--- config.mk ---
export PLATFORM = sky130hd
export DESIGN_NAME = wbuf_flat
export DESIGN_NICKNAME = d
export VERILOG_FILES = /design/src/rtl/wbuf_if.sv /design/src/rtl/wbuf.sv /design/src/flat_wrapper.sv
export SDC_FILE = /design/constraint.sdc
export NUM_CORES = 1
export LEC_CHECK = 0
export BUFFER_PORTS_ARGS = -buffer_cell sky130_fd_sc_hd__buf_4
export CORE_MARGIN = 10
export CORE_UTILIZATION = 40
export DETAILED_ROUTE_END_ITERATION = 10
export HOLD_SLACK_MARGIN = 0.06
export REMOVE_ABC_BUFFERS = 1
export SLEW_MARGIN = 5
export SYNTH_ARGS = -nofsm -noshare
export SYNTH_HDL_FRONTEND = slang
export SYNTH_SLANG_ARGS = --single-unit
--- constraint.sdc ---
create_clock -name clk -period 5.9 [get_ports clk]
set_clock_uncertainty 0.15 [all_clocks]
set_input_delay 0.295 -clock clk [delete_from_list [all_inputs] [get_ports clk]]
set_output_delay 0.295 -clock clk [all_outputs]
set_load 0.01 [all_outputs]
--- src/rtl/wbuf_if.sv ---
// Store-side, drain-side and line-conflict signals of the write buffer.
// The master side is the data cache / arbiter; wbuf attaches on the slave side.
interface wbuf_if #(
  parameter int CMEM_OFFS_LEN = 6,
  parameter int CMEM_BLK_LEN  = 64 - CMEM_OFFS_LEN
);
  logic [63:0]             s_addr;
  logic [63:0]             s_wdata;
  logic [1:0]              s_len;
  logic                    s_wr;
  logic                    s_ready;
  logic [63:0]             b_addr_w;
  logic [63:0]             b_wdata_w;
  logic [1:0]              b_len_w;
  logic                    b_wr_w;
  logic                    w_ack;
  logic [CMEM_BLK_LEN-1:0] r_addr;
  logic                    r_conflict;
  logic                    w_empty;

  // Handshake: a store transfers on a rising edge where s_wr && s_ready;
  // the head entry retires on a rising edge where b_wr_w && w_ack.
  modport master (
    output s_addr, s_wdata, s_len, s_wr, w_ack, r_addr,
    input  s_ready, b_addr_w, b_wdata_w, b_len_w, b_wr_w, r_conflict, w_empty
  );

  modport slave (
    input  s_addr, s_wdata, s_len, s_wr, w_ack, r_addr,
    output s_ready, b_addr_w, b_wdata_w, b_len_w, b_wr_w, r_conflict, w_empty
  );
endinterface

--- src/rtl/wbuf.sv ---
// Store write buffer: DEPTH-entry circular FIFO between data cache and write arbiter.
// Optional store coalescing into the youngest entry is enabled by defining WBUF_COALESCE_EN.
module wbuf #(
  parameter int  DEPTH         = 4,
  parameter int  CMEM_OFFS_LEN = 6,
  localparam int PTR_W         = $clog2(DEPTH),
  localparam int CNT_W         = $clog2(DEPTH + 1)
) (
  input  logic             clk,
  input  logic             rst,
  wbuf_if.slave            bus,
  output logic [CNT_W-1:0] dbg_count_o
);

  logic [63:0]      addr_q [DEPTH];
  logic [63:0]      data_q [DEPTH];
  logic [1:0]       len_q  [DEPTH];
  logic [PTR_W-1:0] rd_ptr_q, rd_ptr_d;
  logic [PTR_W-1:0] wr_ptr_q, wr_ptr_d;
  logic [CNT_W-1:0] count_q, count_d;
  logic             full, empty, match, push, pop, conflict;
  logic [PTR_W-1:0] off;

`ifdef WBUF_COALESCE_EN
  logic [PTR_W-1:0] young;
  assign young = wr_ptr_q - PTR_W'(1);
  // Only merge when the youngest entry is not the head, so the in-flight write stays stable.
  assign match = (count_q >= CNT_W'(2)) && (addr_q[young] == bus.s_addr) &&
                 (len_q[young] == bus.s_len);
`else
  assign match = 1'b0;
`endif

  assign full  = (count_q == CNT_W'(DEPTH));
  assign empty = (count_q == '0);
  assign push  = bus.s_wr && bus.s_ready && !match;
  assign pop   = bus.w_ack && !empty;

  always_comb begin
    rd_ptr_d = rd_ptr_q;
    wr_ptr_d = wr_ptr_q;
    count_d  = count_q;
    if (pop)  rd_ptr_d = rd_ptr_q + PTR_W'(1);
    if (push) wr_ptr_d = wr_ptr_q + PTR_W'(1);
    case ({push, pop})
      2'b10:   count_d = count_q + CNT_W'(1);
      2'b01:   count_d = count_q - CNT_W'(1);
      default: count_d = count_q;
    endcase
  end

  always_ff @(posedge clk) begin
    if (rst) begin
      rd_ptr_q <= '0;
      wr_ptr_q <= '0;
      count_q  <= '0;
    end else begin
      rd_ptr_q <= rd_ptr_d;
      wr_ptr_q <= wr_ptr_d;
      count_q  <= count_d;
    end
  end

  // Payload is never reset; validity is carried solely by count_q.
  always_ff @(posedge clk) begin
    if (push) begin
      addr_q[wr_ptr_q] <= bus.s_addr;
      data_q[wr_ptr_q] <= bus.s_wdata;
      len_q[wr_ptr_q]  <= bus.s_len;
    end
`ifdef WBUF_COALESCE_EN
    else if (bus.s_wr && match) begin
      data_q[young] <= bus.s_wdata;
    end
`endif
  end

  always_comb begin
    off      = '0;
    conflict = bus.s_wr && (bus.s_addr[63:CMEM_OFFS_LEN] == bus.r_addr);
    for (int i = 0; i < DEPTH; i++) begin
      off = PTR_W'(i) - rd_ptr_q;
      if (({1'b0, off} < count_q) && (addr_q[i][63:CMEM_OFFS_LEN] == bus.r_addr))
        conflict = 1'b1;
    end
  end

  assign bus.s_ready    = !full || match;
  assign bus.b_wr_w     = !empty;
  assign bus.b_addr_w   = addr_q[rd_ptr_q];
  assign bus.b_wdata_w  = data_q[rd_ptr_q];
  assign bus.b_len_w    = len_q[rd_ptr_q];
  assign bus.r_conflict = conflict;
  assign bus.w_empty    = empty;
  assign dbg_count_o    = count_q;

endmodule

--- src/flat_wrapper.sv ---
// flat-port wrapper written by rule: the top's interface ports become plain ports
module wbuf_flat 
#(
  parameter int  DEPTH         = 4,
  parameter int  CMEM_OFFS_LEN = 6,
  localparam int PTR_W         = $clog2(DEPTH),
  localparam int CNT_W         = $clog2(DEPTH + 1)
)
  (clk, rst, dbg_count_o, bus_s_addr, bus_s_wdata, bus_s_len, bus_s_wr, bus_w_ack, bus_r_addr, bus_s_ready, bus_b_addr_w, bus_b_wdata_w, bus_b_len_w, bus_b_wr_w, bus_r_conflict, bus_w_empty);
  wbuf_if #(.CMEM_OFFS_LEN(CMEM_OFFS_LEN)) bus_i ();
  input  logic clk;
  input  logic rst;
  output logic [CNT_W-1:0] dbg_count_o;
  input wire logic [$bits(bus_i.s_addr)-1:0] bus_s_addr;
  input wire logic [$bits(bus_i.s_wdata)-1:0] bus_s_wdata;
  input wire logic [$bits(bus_i.s_len)-1:0] bus_s_len;
  input wire logic [$bits(bus_i.s_wr)-1:0] bus_s_wr;
  input wire logic [$bits(bus_i.w_ack)-1:0] bus_w_ack;
  input wire logic [$bits(bus_i.r_addr)-1:0] bus_r_addr;
  output wire logic [$bits(bus_i.s_ready)-1:0] bus_s_ready;
  output wire logic [$bits(bus_i.b_addr_w)-1:0] bus_b_addr_w;
  output wire logic [$bits(bus_i.b_wdata_w)-1:0] bus_b_wdata_w;
  output wire logic [$bits(bus_i.b_len_w)-1:0] bus_b_len_w;
  output wire logic [$bits(bus_i.b_wr_w)-1:0] bus_b_wr_w;
  output wire logic [$bits(bus_i.r_conflict)-1:0] bus_r_conflict;
  output wire logic [$bits(bus_i.w_empty)-1:0] bus_w_empty;
  assign bus_i.s_addr = bus_s_addr;
  assign bus_i.s_wdata = bus_s_wdata;
  assign bus_i.s_len = bus_s_len;
  assign bus_i.s_wr = bus_s_wr;
  assign bus_i.w_ack = bus_w_ack;
  assign bus_i.r_addr = bus_r_addr;
  assign bus_s_ready = bus_i.s_ready;
  assign bus_b_addr_w = bus_i.b_addr_w;
  assign bus_b_wdata_w = bus_i.b_wdata_w;
  assign bus_b_len_w = bus_i.b_len_w;
  assign bus_b_wr_w = bus_i.b_wr_w;
  assign bus_r_conflict = bus_i.r_conflict;
  assign bus_w_empty = bus_i.w_empty;
  wbuf #(.DEPTH(DEPTH), .CMEM_OFFS_LEN(CMEM_OFFS_LEN)) u_core (.clk(clk), .rst(rst), .bus(bus_i), .dbg_count_o(dbg_count_o));
endmodule
==> results.cfg, run 1 <==
[critical_path]
cp-end-kind = output pin
cp_data_required_time_ps = 5450
arrival_ps = 3170
slowest_stage = nor4_1
critPathMostFrequentCell = or4_1
critPathMaxFanout = 2
crit_type = reg -> out
slowest_delay_ps = 700
cp-start-kind = register
path_cells = xor2_1 -> nor4_1 -> nand4_1 -> or4_1 -> o41ai_1 -> or4_1 -> buf_4

[synthesis]
seq_area_frac_synth = 0.691
synthArstFlopShare = 0
synth_flop_cell = edfxtp_1
synth_top_area_share = 0.683
synth.distinct_cells = 42
synth_area_leaders = edfxtp_1 68%, mux4_2 13%, xor2_1 7.3%, xnor2_1 3.4%, nor4_1 1.3%
synth_seq_cells = 529
synth-edff-count = 520
yosysTopAreaCell = edfxtp_1
synth-warning-count = 0
avgSynthCellArea_sq_um = 19.0
synth_cells = 1206
synth_area_sq_mm = 0.0229

[routing]
drt-vias-per-instance = 5.24
post_drt_wl_per_cell_um = 27.1
wl_um = 66500
drtAntennaViolNets = 0
first_pass_iters = 5
drc = 0
dr_total_vias = 12900
first_iter_violations = 878

[layout]
stdcell_area_sq_mm = 0.0291
nets = 1851
syn_to_final_growth_pct = 27.4
drive_above_1_share = 0.333

[timing]
rsz0062_at_grt = no
max_freq_mhz = 277
fin_ws_ps = 2290
hold_viol_final = 0
final-max-slew-violation-count = 0
fin_crit_ps = 3610
min_period_over_period = 0.612
slew_headroom = 0.219
timing.hold.ws_ps = 272
worstMarginPinSlew_ps = 1170
finalSetupTns_ps = 0
setup_violations = 0

[global_routing]
gr-usage-all-layers = 0.195
grt_pass1_vias = 13800
grt_start_max_net_pins = 131
grt_pass1_wl_um = 95600
grt-ovfl-total = 0
antenna_found_initial = 13

[hold_path]
hp-class = in -> reg

[floorplanning]
fp.dieH_um = 259
die_width_um = 259
rows = 87
io_pins = 329
start_util = 0.405
dieArea_sq_mm = 0.0671
core_region_area_sq_mm = 0.0565

[cts]
clk_pin_slew_worst_paths_ps = 60
hold_buffers = 133
h-tree-depth = 2
cts_buffer_depth = 3
ctsResizeCount = 0
cts_sinks = 529
cts_made_buffers = 58
root_buffer = clkbuf_16
cts_tree = yes
cts_setup_buffers = 0
clk_latency_ps = 600

[power]
ir_worst_vdd_v = 0.000292
p_leak_nw = 9.98
power_per_cell_area_mw_per_mm2 = 394

[placed_design]
globalplace.congestion = 0.936
dp_hpwl_um = 46400
pre_cts_ws_ps = 2980
placedInstanceArea_sq_mm = 0.0259
port_buffers = 328

[status]
status = finished, final reports clean

[flow_run]
drv_cap = 0
## synthesized netlist by cell type, types with 2 or more instances
library cell,number
a221oi_1,3
or3_1,2
nor4_1,49
edfxtp_1,520
a21oi_1,6
clkbuf_1,15
o21ai_0,2
nor4_2,2
xor2_2,6
xor2_1,190
dfxtp_1,9
nand3_1,2
nand2_1,3
buf_2,54
nor3_1,6
nor2_1,9
buf_4,7
buf_6,10
ha_1,9
inv_1,22
mux4_2,130
o22ai_1,4
o2111ai_1,3
or4_1,2
nand4_1,32
and3_1,4
xnor2_1,88
buf_1,3
## registers in the layout, indices dropped and copies added (netlist names), named ones only
name and flops:
u_core.dbg_count_o 3, u_core.data_q 256, u_core.addr_q 256, u_core.wr_ptr_q 2, u_core.len_q 8, u_core.rd_ptr_q 2
## cell families after synthesis
logic type	after synthesis	share of synthesized area
adder cells (fa/ha/maj)	10	0.00580
buffers and inverters	111	0.0256
flip-flops	529	0.691
AO/OA/AOI/OAI	27	0.00832
XOR/XNOR	284	0.111
AND/OR/NAND/NOR	115	0.0306
multiplexers	130	0.128
## final cells by class
type | instances | area (sq um)
well taps | 756 | 946
repair buffers | 472 | 3910
flip-flops and latches | 529 | 15800
diodes | 4 | 10.0
inverters | 22 | 82.6
fillers | 4608 | 27400
clock buffers | 72 | 1530
clock inverters | 35 | 354
multi-input cells | 566 | 6500
## metal layers
metal	up-vias	wire, um	GRT usage
met2	522	32400	0.318
met1	6595	26300	0.242
met4	18	1950	0.0634
met5	-	106	0
met3	120	5820	0.0622
li1	5622	-	-
## power by group
group / switching [mW] / internal (mW)
clock: 1.45 / 2.13
sequential: 0.235 / 4.56
combinational: 1.58 / 1.53
total: 3.27 / 8.22
## cell usage in the layout (no fill, tap or decap), types with 3 or more instances in the layout
cell type        n
nand4_1         32
mux4_2         130
o22ai_1          4
ha_1             9
nor2_1           9
dlygate4sd3_1  133
xor2_2           6
xor2_1         190
dfxtp_1          7
clkinv_1        13
nand2_1          3
buf_12           3
nor3_1           6
o2111ai_1        3
and3_4           4
bufinv_16        7
diode_2          4
edfxtp_1       520
clkbuf_1        13
a221oi_1         3
inv_1           22
clkinv_2         9
nor4_1          49
xnor2_1         88
a21oi_1          6
clkbuf_16       59
buf_4          336
## through the flow
stage                     utilization  std cells  total power, mW
final                           0.516       2456             11.5
after global routing            0.516       2453             12.0
after CTS                       0.516       2452             11.6
after detailed placement        0.459       2212             7.97
after global placement          0.459       2212             7.96
after floorplan                     -       1117             6.58
## worst paths after layout
check / from / end / slack [ps] / cells past startpoint
min: bus_s_wdata[19] / u_core.data_q[3][19]$_DFFE_PP_ / 270 / 2
max: u_core.addr_q[3][52]$_DFFE_PP_ / bus_r_conflict / 2290 / 7
max reg2reg: u_core.dbg_count_o[0]$_SDFFE_PP0P_ / u_core.addr_q[3][3]$_DFFE_PP_ / 3070 / 4
min reg2reg: u_core.wr_ptr_q[1]$_SDFFE_PP0P_ / u_core.wr_ptr_q[1]$_SDFFE_PP0P_ / 360 / 2
## critical path, delay by kind of cell (launching register included)
kind | cells | cell delay (ps)
compound gates | 1 | 110
flops | 1 | 410
xor+xnor | 1 | 220
buf+inv | 1 | 150
simple gates | 4 | 1690
No activity file was read; power rests on OpenSTA's default activity.
==> run 2: changes to the inputs <==
Clock period 5.9 ns to 2.9 ns, I/O delays scaled along.
==> results.cfg, run 2 (same netlist as run 1, synthesis figures left out) <==
[critical_path]
cp-start-kind = register
critPathMaxFanout = 2
cp_data_required_time_ps = 2610
cp-end-kind = output pin
crit_type = reg -> out
rr_endpoint = u_core.dbg_count_o[2]$_SDFFE_PP0P_
reg2reg_setup_slack_ps = 430
r2r-start = u_core.dbg_count_o[2]$_SDFFE_PP0P_
setup.worst_path.start = u_core.addr_q[3][32]$_DFFE_PP_
ff2ff_path_depth = 8
crit_path_end = bus_r_conflict
arrival_ps = 2730

[layout]
drive_above_1_share = 0.348
final_cell_mix = 520 x edfxtp_1, 339 x buf_4, 187 x xor2_1
nets = 1865
final_common_cell = edfxtp_1
fin_util = 0.520
syn_to_final_growth_pct = 28.5
reg_top3 = u_core.addr_q (256), u_core.data_q (256), u_core.len_q (8)

[timing]
hold_viol_final = 0
finalSetupTns_ps = -129
worstMarginPinSlew_ps = 677
fin_ws_ps = -129
final-max-slew-violation-count = 0
slew_headroom = 0.549
fin_crit_ps = 3030
min_period_over_period = 1.04
rsz0062_at_grt = yes
max_freq_mhz = 330
setup_violations = 1

[power]
power_per_cell_area_mw_per_mm2 = 790
ir_worst_vdd_v = 0.000650
p_leak_nw = 10.1

[floorplanning]
io_pins = 329
fp.dieH_um = 259
core_region_area_sq_mm = 0.0565
rows = 87
die_width_um = 259
start_util = 0.405
dieArea_sq_mm = 0.0671

[placed_design]
port_buffers = 328
pre_cts_ws_ps = 378
globalplace.congestion = 0.901
dp_hpwl_um = 47700

[cts]
clk_latency_ps = 600
cts_made_buffers = 56
h-tree-depth = 2
clk_pin_slew_worst_paths_ps = 60
root_buffer = clkbuf_16
cts_tree = yes
cts_buffer_depth = 3
cts_sinks = 529

[routing]
met1_length_um = 26200
met3_wirelength_um = 6050
drtAntennaViolNets = 0
drc = 0
drt-vias-per-instance = 5.23
route.met2.wl_um = 32100
top_layer_used = met5
wl_um = 66500
post_drt_wl_per_cell_um = 27.0
first_iter_violations = 977
first_pass_iters = 5
dr_total_vias = 12900

[global_routing]
grt_start_max_net_pins = 86
grt_pass1_vias = 14000
antenna_found_initial = 14
grt_pass1_wl_um = 95400
grt-ovfl-total = 0
gr-usage-all-layers = 0.195

[hold_path]
hp-class = in -> reg

[status]
status = finished with violations
violations = setup timing

[flow_run]
drv_cap = 0
run 2: changes by cell type in the layout (fill, tap and decap cells not counted), sizes merged:
cell	delta
clkinv	-5
dlygate4sd3	+1
clkbuf	-4
buf	+15
bufinv	-1
diode	+4
run 2: layout make-up:
class                   instances  area (sq um)
inverters                      22          82.6
flip-flops and latches        529         15800
multi-input cells             566          6590
clock buffers                  68          1470
repair buffers                488          4180
clock inverters                29           302
diodes                          8          20.0
fillers                      4593         27100
well taps                     756           946
run 2: worst min-delay path by stage:
stage	start	to	cells after the start
after floorplan	rst	u_core.dbg_count_o[2]$_SDFFE_PP0P_	1
after global placement	bus_s_wdata[4]	u_core.data_q[0][4]$_DFFE_PP_	1
after detailed placement	bus_s_wdata[58]	u_core.data_q[0][58]$_DFFE_PP_	1
after CTS	bus_s_wdata[2]	u_core.data_q[0][2]$_DFFE_PP_	2
after global routing	bus_s_wdata[39]	u_core.data_q[3][39]$_DFFE_PP_	2
final	bus_s_wdata[2]	u_core.data_q[2][2]$_DFFE_PP_	2
run 2: metrics by stage:
step                      hold WS (ps)  instances  total power [mW]  cell area [sq um]
after global routing               115       2460              24.2              29400
after CTS                         91.4       2458              23.5              29400
final                              135       2466              23.2              29400
after floorplan                   64.1       1117              12.7              22400
after detailed placement           199       2225              16.3              26200
after global placement             194       2225              16.3              26200
run 2: critical path, stage by stage, from the launching register on:
cell      delay (ps)
edfxtp_1         400
xor2_1           510
nor4_1           120
nand4_1          190
or4_4            150
o41ai_2           50
or4_4            580
buf_6            150
run 2: layer usage:
layer / up-vias / GRT usage
met3: 106 / 0.0655
met2: 493 / 0.315
met5: - / 0
met1: 6622 / 0.242
met4: 14 / 0.0653
li1: 5664 / -
run 2: what timing repair did:
action	CTS	global route
pin swaps	9	4
hold buffers	134	0
endpoints found under the setup margin	1	1
endpoints found under the hold margin	542	0
gates resized for setup	15	3
buffers inserted	2	0
run 2: power breakdown:
part	internal [mW]	switching, mW	total (mW)
Clock	4.10	2.88	6.98
Combinational	3.24	3.38	6.62
Sequential	9.26	0.360	9.62
